$ cat src/rtl/xnor_serial_comparator.sv
// Serial word comparator fed by per-bit XNOR results; reports match, mismatch count, first mismatch index.
// Latency: start edge + WIDTH transfers; done held until res_ack, eq_bit stalls via eq_valid (eq_ready only in COLLECT).
module xnor_serial_comparator #(
  parameter int WIDTH = 8,
  localparam int CW = $clog2(WIDTH + 1)
) (
  input  logic          clk,
  input  logic          rst_n,
  input  logic          start,
  input  logic          eq_bit,
  input  logic          eq_valid,
  output logic          eq_ready,
  output logic          busy,
  output logic          done,
  input  logic          res_ack,
  output logic          match,
  output logic [CW-1:0] mismatch_cnt,
  output logic [CW-1:0] first_mismatch
);

  typedef enum logic [1:0] {IDLE, COLLECT, REPORT} state_t;

  localparam logic [CW-1:0] WIDTH_C  = CW'(WIDTH);
  localparam logic [CW-1:0] LAST_IDX = CW'(WIDTH - 1);
  localparam logic [CW-1:0] ONE_C    = CW'(1);

  state_t        state_q, state_d;
  logic [CW-1:0] bit_idx_q, bit_idx_d;
  logic [CW-1:0] cnt_q, cnt_d;
  logic [CW-1:0] first_q, first_d;
  logic          match_q, match_d;
  logic [CW-1:0] cnt_next;
  logic          xfer;

  assign xfer     = eq_valid && (state_q == COLLECT);
  assign cnt_next = eq_bit ? cnt_q : cnt_q + ONE_C;

  always_comb begin
    state_d   = state_q;
    bit_idx_d = bit_idx_q;
    cnt_d     = cnt_q;
    first_d   = first_q;
    match_d   = match_q;
    case (state_q)
      IDLE: begin
        if (start) begin
          state_d   = COLLECT;
          bit_idx_d = '0;
          cnt_d     = '0;
          first_d   = WIDTH_C;
          match_d   = 1'b0;
        end
      end
      COLLECT: begin
        if (xfer) begin
          bit_idx_d = bit_idx_q + ONE_C;
          cnt_d     = cnt_next;
          if (!eq_bit && (first_q == WIDTH_C)) begin
            first_d = bit_idx_q;
          end
          // Final bit: match must include this transfer, so use cnt_next.
          if (bit_idx_q == LAST_IDX) begin
            state_d   = REPORT;
            bit_idx_d = '0;
            match_d   = (cnt_next == '0);
          end
        end
      end
      REPORT: begin
        if (res_ack) begin
          if (start) begin
            state_d   = COLLECT;
            bit_idx_d = '0;
            cnt_d     = '0;
            first_d   = WIDTH_C;
            match_d   = 1'b0;
          end else begin
            state_d = IDLE;
          end
        end
      end
      default: state_d = IDLE;
    endcase
  end

  always_ff @(posedge clk) begin
    if (!rst_n) begin
      state_q   <= IDLE;
      bit_idx_q <= '0;
      cnt_q     <= '0;
      first_q   <= '0;
      match_q   <= 1'b0;
    end else begin
      state_q   <= state_d;
      bit_idx_q <= bit_idx_d;
      cnt_q     <= cnt_d;
      first_q   <= first_d;
      match_q   <= match_d;
    end
  end

  assign eq_ready       = (state_q == COLLECT);
  assign busy           = (state_q != IDLE);
  assign done           = (state_q == REPORT);
  assign match          = match_q;
  assign mismatch_cnt   = cnt_q;
  assign first_mismatch = first_q;

endmodule

$ cat config.mk
export PLATFORM = sky130hd
export DESIGN_NAME = xnor_serial_comparator
export DESIGN_NICKNAME = d
export VERILOG_FILES = /design/src/rtl/xnor_serial_comparator.sv
export SDC_FILE = /design/constraint.sdc
export NUM_CORES = 1
export LEC_CHECK = 0
export CAP_MARGIN = 10
export CORE_MARGIN = 2
export CORE_UTILIZATION = 45
export CTS_CLUSTER_SIZE = 8
export DETAILED_ROUTE_END_ITERATION = 6
export GPL_ROUTABILITY_DRIVEN = 0
export HOLD_SLACK_MARGIN = 0.1
export PLACE_DENSITY = 0.76
export REMOVE_ABC_BUFFERS = 1
export SLEW_MARGIN = 20
export SYNTH_ARGS = -nofsm -noshare
export SYNTH_HDL_FRONTEND = slang
export SYNTH_SLANG_ARGS = --single-unit
$ cat constraint.sdc
create_clock -name clk -period 1.45 [get_ports clk]
set_input_delay 0.2175 -clock clk [delete_from_list [all_inputs] [get_ports clk]]
set_output_delay 0.2175 -clock clk [all_outputs]
set_load 0.01 [all_outputs]
==> impl_results.md, run 1 <==
* Status: complete, no violations
* Die area at around 2100 sq um
* Layer with the highest usage: met2
* Relative slew slack at 0.703
* M1 GR Usage at 0.272
* Netlist cell types at 34
* Overall Power at roughly 800 uW
* Share of layout cells above drive strength 1 at 0.267
* Syn_area_per_cell at approximately 9.2 sq um
* Clock buffer depth at 2
* Die span in x at about 45 microns
* GR Overflow Total at 0
* CTS Buf Count at 3
* Hold Path Stages at 2
* Worst Max-Slew Pin Slew at 445 ps
* Top cell type's share of synthesized area at 0.388
* # clock sinks at 15
* Req. time, crit path at 1660 ps
* Fin Hold WS at roughly 480 ps
* Hold Crit Start: match
* RSZ-0062 raised after global routing: true
* GR met3 Demand/Resource at 0.0357
* Slew Limit Fails at 0
* Total number of vias at about 720
* Synth area leaders: dfxtp_1 39%, a21oi_1 5.2%, nor2_1 4.9%
* Clock root buffer master: clkbuf_4
* TritonRoute pass-1 iters at 3
* Synth area leader: dfxtp_1
* Static Leak at 0.000527 uW
* Worst setup SP type: flop
* Period utilisation layout at 0.997
* Met2 usage at 0.315
* Primary FF master, synth: dfxtp_1
* Die height at approximately 45 microns
* Post-synthesis sequential area ratio at 0.388
* Reg2Reg Depth at 4
* First-iteration detailed-routing DRC count at 4
* H-tree Lvls at 1
* Synth Instances at 84
* Initial antenna violation count at 0
* Pwr dens at 740 nW/um^2
* Yosys reg bits at 15
* Max Cap Viol at 0
* Max FO, Critical Path at 3
* Final HPWL DP at 1.36 mm
* Hold WC Path Type: reg -> reg
* Vias in the first global route at ~660
* GR Util All Layers at 0.205
* Layout area overhead at 42.1%
* Clock latency on the worst-skew pair at approximately 280 ps
* Flop2flop setup slack at between 4 and 5 ps
* Maximum number of pins on one net before global-route repair at 13
* Post-route insts no fill at roughly 130
* Setup violators final at 0
* CTS tree: yes
* Hold EP: match
* Routed WL at about 1.9 mm
* Post-synthesis async set-or-reset flop share at 0
* Worst IR Drop VDD at a little over 0.0004 V
* Initial core utilization at 0.496
* Yosys warnings at 0
* IO Port Bufs at 17
* Commonest non-fill, non-tap cell in the layout: buf_4
* Crit path DAT at around 1700 ps
* Via density at approximately 5.4
* EDFF count, synth at 0
* Clk slew on worst S/H paths at roughly 90 ps
* Critical path type: reg -> reg
* Max Fclk at 692 MHz
* WL/cell at between 10 and 15 microns
* Synth Cell Area at approximately 770 sq um
* Critical R2R Capture: first_mismatch[1]
* Most frequent cells in the layout: 13 x buf_4, 10 x dfxtp_1, 9 x nor2_1
* First-pass GRT wire length at 2.97 mm
* Crit path capture type: flop
* DRC viols at 0
* Clock Skews at around 6.4 ps
* Final Hold Fails at 0
* Final Critical Period at approximately 1400 ps
* Ant diodes at 0
* Core area at 1560 sq um
* FP Rows at 14
* Fin nets at ~130
* Placed insts at around 130
* Routed Antenna Nets at 0
* Ports at 18
* RR Startpoint: first_mismatch[0]
==> flip-flops by register name, summed over array words and instances (netlist names) <==
register	flops
bit_idx_q	4
first_mismatch	4
match	1
mismatch_cnt	4
state_q	2
==> synthesized netlist by cell type, types with 2 or more instances <==
cell type,count
nor2_1,10
inv_1,3
dfxtp_1,15
nand2_1,5
a32oi_1,3
nand3_1,2
o21ai_1,3
and2_1,2
nor2b_1,2
nand2b_1,2
or2_2,2
xor2_1,2
ha_1,2
nor4b_1,2
a21oi_1,8
a211oi_2,2
nand3b_1,2
==> layout make-up <==
type / count / area, sq um
fill: 131 / 460
multi-input combinational: 64 / 457
sequential: 15 / 309
timing repair buffer: 30 / 275
clock buffer: 4 / 26.3
tap: 16 / 20.0
inverter: 3 / 11.3
==> timing repair <==
action / 4_1_cts / 5_1_grt
pin swaps: 0 / 0
resized for setup: 11 / 9
hold buffers: 0 / 0
endpoints found under the setup margin: 9 / 13
setup buffers: 0 / 3
==> power breakdown <==
part,internal (uW),leakage (uW),switching (uW)
clock network,107,0.0000150,133
logic,75.3,0.000388,68.6
registers,419,0.000124,9.50
total,601,0.000527,211
==> per-stage QoR <==
stage	util	setup TNS [ps]	setup WS, ps	area, sq um
after floorplan	-	0	56.7	758
after global placement	0.657	-1640	-194	1020
after detailed placement	0.657	-1870	-229	1020
after CTS	0.675	-4.37	-4.12	1050
after global routing	0.705	-254	-107	1100
final	0.705	0	4.18	1100
==> metal layers <==
metal	vias up	wire, microns
met5	-	0
met4	0	29
met3	4	52
met2	12	871
met1	328	915
li1	373	-
==> cell families after synthesis <==
group	Yosys count	synth area share
xor+xnor	3	0.0340
compound gates	24	0.235
buf+inv	5	0.0340
fa+ha+maj	2	0.0324
simple gates	35	0.277
flops	15	0.388
==> worst max path at each step <==
stage	startpoint	end	slack, ps
2_1_floorplan	first_mismatch[0]	first_mismatch[0]	60
3_3_place_gp	eq_bit	first_mismatch[1]	-190
6_report	first_mismatch[0]	first_mismatch[1]	4
3_5_place_dp	eq_bit	first_mismatch[0]	-230
4_1_cts	first_mismatch[0]	first_mismatch[1]	-4
5_1_grt	first_mismatch[1]	first_mismatch[1]	-110
==> worst max-delay path: stages, from the launching register on <==
cell and delay, ps:
dfxtp_1 320, or4_4 550, nor4b_4 270, a32oi_1 140
nor2_1 100
Note: power is estimated with default switching activity, not from simulation.
==> run 2, diff against run 1 <==
- clock period: 1.45 -> 1.6 ns (I/O delays scaled with it)
==> run 2 against run 1 <==
Net effect: sequential share of layout area up 2.3 points; critical path depth down 3; clock skew down 5.2 ps; critical path type is now reg -> out; count of clock-buffer cells in the layout unchanged; die area unchanged; first-iteration DRC count rose to 3.3 times the previous value; sequential cell count unchanged; largest power group unchanged; non-clock buffer count down 9; hold slack worse by 16 ps; wire length down 0.75%; via count up 1.8%; register-to-register slack better by 130 ps.
==> impl_results.md, run 2 (synthesis gave the netlist of run 1 again) <==
* Status: complete, no violations (unchanged)
* GR Util All Layers at 0.201 (was 0.205)
* Die area at 2070 sq um (unchanged)
* Ant diodes at 0 (unchanged)
* Static Leak at 0.000382 uW (was 0.000527 uW)
* Req. time, crit path at 1360 ps (was 1660 ps)
* Crit path capture type: output port (was flop)
* Slew Limit Fails at 0 (unchanged)
* CTS tree: yes (unchanged)
* FP Rows at 14 (unchanged)
* Die span in x at 45.5 microns (unchanged)
* Setup violators final at 0 (unchanged)
* Maximum number of pins on one net before global-route repair at 13 (unchanged)
* Most frequent cells in the layout: 14 x clkdlybuf4s50_1, 12 x dfxtp_1, 10 x nor2_1 (was 13 x buf_4, 10 x dfxtp_1, 9 x nor2_1)
* Internal power at 529 uW (was 601 uW)
* WL/cell at 15.1 microns (was 14.2 microns)
* DRC viols at 0 (unchanged)
* Buf/Inv on CP at 1 (was 0)
* Pwr dens at 715 nW/um^2 (was 740 nW/um^2)
* Relative slew slack at 0.703 (about the same)
* Period utilisation layout at 0.954
* Share of layout cells above drive strength 1 at 0.159 (was 0.267)
* Worst IR Drop VDD at 0.000490 V (was 0.000413 V)
* Cells along the critical path: clkdlybuf4s50_1 (was or4_4, nor4b_4, a32oi_1, nor2_1)
* Vias in the first global route at 642 (was 662)
* Crit-path max cell delay at 570 ps (was 550 ps)
* Ports at 18 (unchanged)
* CTS Buf Count at 3 (unchanged)
* NetSw at 191 uW (was 211 uW)
* Max FO, Critical Path at 5 (was 3)
* TritonRoute pass-1 iters at 4 (was 3)
* Routed WL at 1.86 mm (was 1.87 mm)
* Crit path DAT at 1290 ps (was 1660 ps)
* H-tree Lvls at 1 (unchanged)
* Initial core utilization at 0.496 (unchanged)
* Clk network pwr share at 0.306 (was 0.295)
* Clock buffer depth at 2 (unchanged)
* Worst Max-Slew Pin Slew at 445 ps (about the same)
* Switching Share at 0.265 (was 0.260)
* Logic pwr share at 0.156 (was 0.177)
* Slowest CP cell: clkdlybuf4s50_1 (was or4_4)
* GR Overflow Total at 0 (unchanged)
* Die height at 45.5 microns (unchanged)
* Total number of vias at 730 (was 717)
* Final Critical Period at between 1500 and 2000 ps
* Hold-fix buffers, CTS at 0 (unchanged)
* Clock root buffer master: clkbuf_4 (unchanged)
* Top delay family on crit path: buffers and inverters (was simple AND/OR/NAND/NOR gates)
* Fin Hold WS at 462 ps (was 478 ps)
* Fin nets at 116 (was 125)
* Final core utilization at 0.646 (was 0.705)
* Hold WC Path Type: reg -> reg (unchanged)
* Final Hold Fails at 0 (unchanged)
* Final HPWL DP at 1.34 mm (was 1.36 mm)
* Max Cap Viol at 0 (unchanged)
* TNS Setup at 0 ps (unchanged)
* Final Cell Area at 1010 sq um (was 1100 sq um)
* Initial antenna violation count at 0 (unchanged)
* First-pass GRT wire length at 2.93 mm (was 2.97 mm)
* Critical path type: reg -> out (was reg -> reg)
* Layout area overhead at 30.3% (was 42.1%)
* Clk slew on worst S/H paths at 90 ps (about the same)
* Flop pwr share at 0.538 (was 0.528)
* Max Fclk at 655 MHz
* # clock sinks at 15 (unchanged)
* First-iteration detailed-routing DRC count at 13 (was 4)
* Flop2flop setup slack at 130 ps (was 4 ps)
* IO Port Bufs at 17 (unchanged)
* Worst setup SP type: flop (unchanged)
* Clock latency on the worst-skew pair at 290 ps (was 280 ps)
* Commonest non-fill, non-tap cell in the layout: clkdlybuf4s50_1 (was buf_4)
* DP Area at 978 sq um (was 1020 sq um)
* Routed Antenna Nets at 0 (unchanged)
* Via density at 5.93 (was 5.43)
* Core area at 1560 sq um (unchanged)
* Clock Skews at 1.15 ps (was 6.39 ps)
* RSZ-0062 raised after global routing: false (was true)
[run 2: final cells by class]
| class | count | area [sq um] |
|---|---|---|
| fillers | 147 | 552 |
| flip-flops and latches | 15 | 307 |
| inverters | 3 | 11.3 |
| well taps | 16 | 20.0 |
| multi-input cells | 64 | 447 |
| repair buffers | 21 | 196 |
| clock buffers | 4 | 26.3 |
[run 2: final timing paths]
check               startpoint                end  depth (start not counted)
max            mismatch_cnt[1]    mismatch_cnt[1]                          1
min                      match              match                          2
max reg2reg  first_mismatch[0]  first_mismatch[0]                          4
min reg2reg              match              match                          2
[run 2: power groups by stage]
stage / sequential [uW] / clock [uW] / combinational, uW
after floorplan: 397 / 0 / 58.3
after global placement: 397 / 0 / 112
after detailed placement: 398 / 0 / 114
after CTS: 387 / 226 / 111
after global routing: 389 / 238 / 120
final: 388 / 221 / 112
[run 2: stage by stage]
stage | setup slack, ps | total power [uW] | cells
finish | 72.9 | 720 | 123
global route | 24.8 | 748 | 123
CTS | 5.16 | 725 | 123
detailed placement | -118 | 512 | 119
global placement | -68.6 | 509 | 119
floorplan | 207 | 455 | 82
[run 2: routing by layer]
metal	vias to the layer above	wire, microns	track usage
li1	357	-	-
met2	21	836	0.307
met5	-	0	0
met3	4	115	0.0833
met1	348	883	0.262
met4	0	19	0.0529
[run 2: repair_timing]
action                     in CTS  in global routing
resized for setup               5                  2
setup endpoints to repair       3                  2
buffers inserted                0                  0
